--- src/rtl/divider_pkg.sv ---
// divider_pkg: shared FSM state type, default widths and two's-complement helper for the iterative divider
package divider_pkg;
  localparam int DIV_WIDTH = 16;
  localparam int CNT_W = $clog2(DIV_WIDTH);
  localparam int MAXW = 64;
  typedef enum logic [1:0] {IDLE, CALC, DONE} state_e;
  function automatic logic [MAXW-1:0] twos_neg(input logic [MAXW-1:0] x, input logic neg);
    return neg ? ~x + MAXW'(1) : x;
  endfunction
endpackage

--- src/rtl/divider_iterative_signed_if.sv ---
// divider_iterative_signed_if: val/rdy request (dividend, divisor) and response (quotient, remainder, divzero) bundle with master/slave modports
interface divider_iterative_signed_if #(parameter int WIDTH = 16);
  logic req_val;
  logic req_rdy;
  logic [WIDTH-1:0] req_dividend;
  logic [WIDTH-1:0] req_divisor;
  logic resp_val;
  logic resp_rdy;
  logic [WIDTH-1:0] resp_quotient;
  logic [WIDTH-1:0] resp_remainder;
  logic resp_divzero;
  modport master(output req_val, req_dividend, req_divisor, resp_rdy, input req_rdy, resp_val, resp_quotient, resp_remainder, resp_divzero);
  modport slave(input req_val, req_dividend, req_divisor, resp_rdy, output req_rdy, resp_val, resp_quotient, resp_remainder, resp_divzero);
endinterface

--- src/rtl/divider_restoring_step.sv ---
// divider_restoring_step: one restoring-division step; ports rem/din/divisor in, rem_next/q_bit out (combinational)
module divider_restoring_step #(parameter int WIDTH = 16) (
  input  logic [WIDTH:0]   rem,
  input  logic             din,
  input  logic [WIDTH-1:0] divisor,
  output logic [WIDTH:0]   rem_next,
  output logic             q_bit
);
  logic [WIDTH+1:0] shifted, diff;
  assign shifted = {rem, din};
  assign diff = shifted - {2'b0, divisor};
  assign q_bit = ~diff[WIDTH+1];
  assign rem_next = (WIDTH+1)'(q_bit ? diff : shifted);
endmodule

--- src/rtl/divider_iterative_signed.sv ---
// divider_iterative_signed: signed truncating divider, one bit per cycle; ports clk, reset (async high), io slave (req/resp val-rdy)
module divider_iterative_signed import divider_pkg::*; #(parameter int WIDTH = DIV_WIDTH) (
  input logic clk,
  input logic reset,
  divider_iterative_signed_if.slave io
);
  localparam int CW = $clog2(WIDTH);
  state_e state, state_nx;
  logic [CW-1:0] count;
  logic [WIDTH-1:0] a, dv, quo, rmd, dd_mag, dv_mag, q_fin;
  logic [WIDTH:0] rem, rem_nx;
  logic q_neg, r_neg, dz, qb, accept;
  divider_restoring_step #(.WIDTH(WIDTH)) u_step (
    .rem(rem), .din(a[WIDTH-1]), .divisor(dv), .rem_next(rem_nx), .q_bit(qb)
  );
  assign accept = io.req_val && io.req_rdy;
  assign dd_mag = WIDTH'(twos_neg(MAXW'(io.req_dividend), io.req_dividend[WIDTH-1]));
  assign dv_mag = WIDTH'(twos_neg(MAXW'(io.req_divisor), io.req_divisor[WIDTH-1]));
  assign q_fin = {a[WIDTH-2:0], qb};
  assign io.resp_quotient = quo;
  assign io.resp_remainder = rmd;
  assign io.resp_divzero = dz;
  always_ff @(posedge clk or posedge reset) begin
    if (reset) state <= IDLE;
    else state <= state_nx;
  end
  always_comb begin
    io.req_rdy = state == IDLE;
    io.resp_val = state == DONE;
    state_nx = state == IDLE ? (accept ? (io.req_divisor == '0 ? DONE : CALC) : IDLE)
             : state == CALC ? (count == '0 ? DONE : CALC)
             : (io.resp_rdy ? IDLE : DONE);
  end
  always_ff @(posedge clk or posedge reset) begin
    if (reset) begin
      count <= '0;
      a <= '0;
      dv <= '0;
      rem <= '0;
      q_neg <= 1'b0;
      r_neg <= 1'b0;
      quo <= '0;
      rmd <= '0;
      dz <= 1'b0;
    end else if (accept) begin
      count <= CW'(WIDTH-1);
      a <= dd_mag;
      dv <= dv_mag;
      rem <= '0;
      q_neg <= io.req_dividend[WIDTH-1] ^ io.req_divisor[WIDTH-1];
      r_neg <= io.req_dividend[WIDTH-1];
      quo <= '1;
      rmd <= io.req_dividend;
      dz <= io.req_divisor == '0;
    end else if (state == CALC) begin
      count <= count - CW'(1);
      a <= q_fin;
      rem <= rem_nx;
      if (count == '0) begin
        quo <= WIDTH'(twos_neg(MAXW'(q_fin), q_neg));
        rmd <= WIDTH'(twos_neg(MAXW'(rem_nx), r_neg));
      end
    end
  end
endmodule
--- src/flat_wrapper.sv ---
// flat-port wrapper written by rule: the top's interface ports become plain ports
module divider_iterative_signed_flat import divider_pkg::*;
#(parameter int WIDTH = DIV_WIDTH)
  (clk, reset, io_req_val, io_req_dividend, io_req_divisor, io_resp_rdy, io_req_rdy, io_resp_val, io_resp_quotient, io_resp_remainder, io_resp_divzero);
  divider_iterative_signed_if #(.WIDTH(WIDTH)) io_i ();
  input logic clk;
  input logic reset;
  input wire logic [$bits(io_i.req_val)-1:0] io_req_val;
  input wire logic [$bits(io_i.req_dividend)-1:0] io_req_dividend;
  input wire logic [$bits(io_i.req_divisor)-1:0] io_req_divisor;
  input wire logic [$bits(io_i.resp_rdy)-1:0] io_resp_rdy;
  output wire logic [$bits(io_i.req_rdy)-1:0] io_req_rdy;
  output wire logic [$bits(io_i.resp_val)-1:0] io_resp_val;
  output wire logic [$bits(io_i.resp_quotient)-1:0] io_resp_quotient;
  output wire logic [$bits(io_i.resp_remainder)-1:0] io_resp_remainder;
  output wire logic [$bits(io_i.resp_divzero)-1:0] io_resp_divzero;
  assign io_i.req_val = io_req_val;
  assign io_i.req_dividend = io_req_dividend;
  assign io_i.req_divisor = io_req_divisor;
  assign io_i.resp_rdy = io_resp_rdy;
  assign io_req_rdy = io_i.req_rdy;
  assign io_resp_val = io_i.resp_val;
  assign io_resp_quotient = io_i.resp_quotient;
  assign io_resp_remainder = io_i.resp_remainder;
  assign io_resp_divzero = io_i.resp_divzero;
  divider_iterative_signed #(.WIDTH(WIDTH)) u_core (.clk(clk), .reset(reset), .io(io_i));
endmodule
--- config.mk ---
export PLATFORM = sky130hd
export DESIGN_NAME = divider_iterative_signed_flat
export DESIGN_NICKNAME = d
export VERILOG_FILES = /design/src/rtl/divider_pkg.sv /design/src/rtl/divider_iterative_signed_if.sv /design/src/rtl/divider_restoring_step.sv /design/src/rtl/divider_iterative_signed.sv /design/src/flat_wrapper.sv
export SDC_FILE = /design/constraint.sdc
export NUM_CORES = 1
export LEC_CHECK = 0
export BUFFER_PORTS_ARGS = -buffer_cell sky130_fd_sc_hd__buf_4
export CORE_MARGIN = 4
export CORE_UTILIZATION = 50
export CTS_CLUSTER_SIZE = 12
export DETAILED_ROUTE_END_ITERATION = 16
export PLACE_DENSITY = 0.7
export SYNTH_ARGS = -nofsm -noshare
export SYNTH_HDL_FRONTEND = slang
export SYNTH_SLANG_ARGS = --single-unit
--- constraint.sdc ---
create_clock -name clk -period 4.6 [get_ports clk]
set_input_delay 0.69 -clock clk [delete_from_list [all_inputs] [get_ports clk]]
set_output_delay 0.69 -clock clk [all_outputs]
set_load 0.05 [all_outputs]
### Word-level counts from Yosys, hierarchy flattened

Cells that the tools add are included.
Widths: inputs -> output; s select.

* bits of input ports: 36
* output and inout bits: 35
* register bits: 90

* equality and inequality tests: 2
* reductions and logical operators: 7
* $add $sub $neg: 6
* mux-type cells: 23
* bitwise logic cells: 6

Operators with widths (count)
* $mux 16: 12
* $add 16x1->16 const B: 4
* $not 16->16: 4
* $mux 17: 3
* $sub 18x16->18: 1
* $logic_not 16->1: 1
* $mux 2: 6
* $mux 4: 2
* $logic_not 4->1: 1
* $reduce_bool 2->1: 2
* $sub 4x1->4 const B: 1
* $eq 2x1->1 const B: 1
* $eq 2x2->1 const B: 1
* $logic_not 2->1: 1
* $reduce_and 2->1: 1
* $logic_and 1x1->1: 1
* $not 1->1: 1
* $xor 1x1->1: 1

### Longest topological paths before layout

* word-level depth: 8
* mapped depth: 20

### Cells and area by module

A second synthesis with hierarchy kept.

* cells, all modules: 694
* area, all modules: 6042.0 µm²

Modules (own cells, without submodules)
* divider_iterative_signed: area each 4890.9 µm², cells an instance 546, instances 1
* divider_restoring_step: area each 1151.1 µm², cells an instance 148, instances 1

### Least setup slack after synthesis

Ideal clock, no wire load.

* kind: reg-to-reg
* start: register u_core.rem[3]
* end: register u_core.rmd[12] (netlist: u_core.io.resp_remainder[12])
* setup time: 131 ps
* period minus slack after synthesis: 3888 ps
* data arrival time: 3757 ps
* cell stages (with the launch flop): 18
* path slack: 712 ps
* required time: 4469 ps
* cell sequence: dfrtp_1 -> ha_1 -> a21o_1 -> a31oi_2 -> a211o_2 -> o211ai_1 -> a311oi_4 -> inv_4 -> buf_6 -> buf_2 -> a21oi_1 -> ha_1 -> nand2_1 -> nor4_1 -> mux2i_1 -> o41ai_2 -> xnor2_1 -> o21ai_1

* word-level cells in the longest chain between the ends: 8

Ends and longest elaborated chain
* from (decl): line divider_iterative_signed.sv:11 `logic [WIDTH:0] rem, rem_nx;`
* from (signal assigned): line divider_iterative_signed.sv:58 `rem <= rem_nx;`
* $sub 18x16->18: line divider_restoring_step.sv:11 `assign diff = shifted - {2'b0, divisor};`
* $mux 17 (*): line divider_restoring_step.sv:13 `assign rem_next = (WIDTH+1)'(q_bit ? diff : shifted);`
* $not 16->16: line divider_pkg.sv:8 `return neg ? ~x + MAXW'(1) : x;`
* $add 16x1->16: line divider_pkg.sv:8
* $mux 16 (*): line divider_pkg.sv:8
* $mux 16 (*): line divider_iterative_signed.sv:59 `if (count == '0) begin`
* $mux 16 (*): line divider_iterative_signed.sv:55 `end else if (state == CALC) begin`
* $mux 16 (*): line divider_iterative_signed.sv:45 `end else if (accept) begin`
* to (signal assigned): line divider_iterative_signed.sv:53 `rmd <= io.req_dividend;`
* to (signal assigned): line divider_iterative_signed.sv:61 `rmd <= WIDTH'(twos_neg(MAXW'(rem_nx), r_neg));`
* to (decl): line divider_iterative_signed.sv:10 `logic [WIDTH-1:0] a, dv, quo, rmd, dd_mag, dv_mag, q_fin;`

Mark *: on every way between the ends. The rest lies on a longest branch, timed or not. The select of a mux whose other input is x is not followed.
A chain may end at the register's enable or synchronous reset.

### Worst setup path in the final report

* start: register u_core.rem[0]
* end: register u_core.rmd[12] (netlist: u_core.io.resp_remainder[12])

The elaborated chain is that of the path after synthesis.

==> qor_table.md <==
| Step | Item | Value |
|---|---|---|
| clock network | # resized after CTS | 0 |
| timing | Crit path time final | 3.98 ns |
| status | Run status | finished, final reports clean |
| timing | Remaining max-slew budget at the tightest pin | 21.7% |
| synthesis | Fraction of the yosys area taken by sequential cells | 37.1% |
| floorplan | Number of top-level pins | 71 |
| synthesis | Yosys top cell area share | 37.1% |
| setup path | Library cell appearing most often on the critical path | ha_1 |
| synthesis | Seq cells post-synth | 90 |
| global route | Maximum number of pins on one net before global-route repair | 66 |
| timing | Measured slew at the worst slew-check pin | 1.17 ns |
| flow run | Number of max-capacitance violations reported | 0 |
| synthesis | Unique cell type count in the Yosys netlist | 64 |
| setup path | Longest individual stage delay on the worst path | 0.44 ns |
| drt | Vias | 5568 |
| drt | DRC errors left | 0 |
| setup path | Arrival time of data at the critical path endpoint | 4.21 ns |
| synthesis | Top_reg_cell synth | dfrtp_1 |
| timing | Number of hold violations in the final report | 0 |
| global route | Leftover overflow at the end of global routing | 0 |
| min path | Path class of the lowest-slack min-delay path | reg -> reg |
| drt | Detailed-route wire length per cell | 18.0 um |
| clock network | Number of hold buffers added after cts | 0 |
| floorplan | Die Height | 118 um |
| timing | Unrepaired setup endpoints after global routing | false |
| timing | Worst-case setup margin in the final layout | 0.617 ns |
| placed design | Estimated wirelength of the detail-placed design | 12100 um |
| synthesis | Yosys warnings | 0 |
| clock network | CTS buffer count | 9 |
| drt | Via/cell ratio | 6.05 |
| synthesis | Summed instance area of the synthesized netlist | 6070 um^2 |
| floorplan | Die boundary width | 118 um |
| layout | Share of final-layout standard cells stronger than drive strength 1 | 14.7% |
| clock network | TritonCTS clock tree | built |
| placed design | Worst slack, placed | 0.642 ns |
| clock network | Root Buffer Master | clkbuf_16 |
| synthesis | Dominant cell by count in the synthesized netlist | dfrtp_1 |
| global route | Via count of the first global-routing pass | 5274 |
| clock network | Source-to-sink clock delay at the later pin of the worst-skew pair | 0.36 ns |
| layout | Multi-input gate area in the final layout | 3520 um^2 |
| floorplan | # rows | 39 |
| setup path | Cells traversed along the worst timing path | ha_1 -> nor2b_1 -> o2111ai_1 -> a211o_2 -> o211ai_1 -> a311oi_4 -> inv_4 -> a21oi_1 -> ha_1 -> inv_1 -> nor3_1 -> mux2i_1 -> o41ai_2 -> xnor2_1 -> o21ai_1 |
| synthesis | Cell taking the most area after synthesis | dfrtp_1 |
| synthesis | Post-Syn Instances | 719 |
| placed design | # port buffers | 70 |
| timing | Count of final max-slew check failures | 0 |
| layout | Fin cells | 920 |
| synthesis | Number of synthesized flops with an enable pin | 0 |
| placed design | Final weighted congestion in routability-driven placement | 0.916 |
| floorplan | Die Outline Area | 14000 um^2 |
| global route | Initial antenna violation count | 0 |
| timing | Final hold slack | 0.482 ns |
| timing | Post-Route Skew | 0.00905 ns |
| setup path | Largest fanout of any net on the critical path | 13 |
| drt | Drt initial violations | 481 |
| setup path | Element type at the critical path start | flop |
| drt | Routed Antenna Nets | 0 |
| synthesis | Synthesized area divided by synthesized cell count | 8.44 um^2 |
| synthesis | Cell types with the highest counts after synthesis | 90 x dfrtp_1, 89 x nand2_1, 67 x o21ai_0 |
| synthesis | Top cells by area in the synthesized netlist | dfrtp_1 37%, xnor2_1 5.6%, o21ai_0 5.5%, nand2_1 5.5%, ha_1 4.3% |
| timing | Post-route fraction of the period consumed by the critical path | 86.6% |
| placed design | Cell Count Post-Placement | 904 |
| timing | Setup total negative slack | 0 ns |
| synthesis | Post-synth ARST share | 100% |
| synthesis | Post-Syn Nets | 777 |
| layout | Final #Nets | 830 |
| timing | Highest clock rate | 251 MHz |
| floorplan | Total core area | 11700 um^2 |
| clock network | Clock Pin Slew Worst Setup and Hold Paths | 0.07 ns |
| setup path | Req. time, crit path | 4.83 ns |
| drt | DR pass1 iterations | 5 |
| clock network | Total number of H-tree levels | 3 |
| global route | Wire length of the first global-routing pass | 27700 um |
| global route | GRT Resource Usage Total | 24.2% |
| clock network | TritonCTS Sinks | 90 |
| setup path | Sort of element at the end of the critical path | flop |
| layout | Filler instances | 1051 |
| setup path | Type of the setup path with the least slack | reg -> reg |
| layout | Diodes inserted | 0 |
| clock network | Maximum number of buffers from clock root to sink | 2 |
| layout | Register cell area after layout | 2250 um^2 |
| setup path | CP max stage cell | dfrtp_1 |
| layout | Layout overhead on the synthesized area | 15.5% |
| drt | Routed Wire Length | 16600 um |
| clock network | Post-CTS setup repair buffer count | 0 |
| floorplan | Initial Util | 52.0% |
| timing | Number of setup violations in the final report | 0 |
[cell families (layout without fill, tap and decap cells)]
kind of cell,Yosys count,in the layout,share of synthesized area (%)
AO/OA/AOI/OAI,198,198,21.3
AND/OR/NAND/NOR,251,251,19.2
buffers and inverters,72,130,4.81
XOR/XNOR,63,63,9.10
multiplexers,23,23,3.84
adder cells (fa/ha/maj),22,22,4.66
flip-flops,90,90,37.1
[metal layers]
metal | vias up | wire length [um] | global-route usage (%)
met5 | - | 0 | 0
met4 | 0 | 259 | 7.47
met3 | 17 | 925 | 3.77
met2 | 189 | 7340 | 36.7
met1 | 2688 | 8080 | 35.8
li1 | 2674 | - | -
[layout make-up]
class	count	share of cell area, %
clock buffer	12	3.80
sequential	90	32.1
tap	143	2.55
multi-input combinational	557	50.3
timing repair buffer	79	8.46
inverter	35	1.93
clock inverter	4	0.804
[worst max-delay path: cells and delay by family, from the launching register on]
family / cells / cell delay (ns)
XOR/XNOR: 1 / 0.15
AO/OA/AOI/OAI: 7 / 1.94
AND/OR/NAND/NOR: 2 / 0.34
adder cells (fa/ha/maj): 2 / 0.54
flip-flops: 1 / 0.44
buffers and inverters: 2 / 0.22
multiplexers: 1 / 0.21
[layout by cell type, fill, tap and decap left out, drive strengths merged, types with 5 or more instances in the layout]
cell type / n
xnor2: 39
buf: 79
xor2: 24
a211o: 6
clkbuf: 12
or2: 5
nor3: 17
nand2: 89
nor2: 55
dfrtp: 90
inv: 34
ha: 21
nand4: 8
mux2i: 21
o21ai: 74
a211oi: 6
nor2b: 5
nor4: 7
o31ai: 8
o41ai: 5
nand3: 28
nand2b: 8
a21oi: 32
or3: 14
o211ai: 6
a22oi: 15
a31oi: 17
[state kept, by name, summed over array words and instances (netlist names)]
| name | cells |
|---|---|
| u_core.a | 16 |
| u_core.count | 4 |
| u_core.state | 2 |
| u_core.q_neg | 1 |
| u_core.r_neg | 1 |
| u_core.io.resp_divzero | 1 |
| u_core.dv | 16 |
| u_core.io.resp_remainder | 16 |
| u_core.rem | 17 |
| u_core.io.resp_quotient | 16 |
[final timing paths]
check	from	end	slack (ns)	cells past startpoint
setup / recovery	u_core.rem[0]$_DFFE_PP0P_	u_core.io.resp_remainder[12]$_DFFE_PP0P_	0.62	15
hold / removal	u_core.dv[10]$_DFFE_PP0P_	u_core.dv[10]$_DFFE_PP0P_	0.48	2
setup reg to reg	u_core.rem[0]$_DFFE_PP0P_	u_core.io.resp_remainder[12]$_DFFE_PP0P_	0.62	15
hold reg to reg	u_core.dv[10]$_DFFE_PP0P_	u_core.dv[10]$_DFFE_PP0P_	0.48	2
max in group asynchronous	reset	u_core.rem[8]$_DFFE_PP0P_	3.03	3
min in group asynchronous	reset	u_core.io.resp_remainder[15]$_DFFE_PP0P_	0.61	2
[stage by stage]
stage	utilization [%]	instance area [um^2]
floorplan	-	6070
global placement	57.3	6680
detailed placement	57.3	6680
CTS	60.1	7010
global route	60.1	7010
finish	60.1	7010
Power is not shown: default switching activity piles up to over one toggle a cycle in this logic, so the estimate is an artifact.
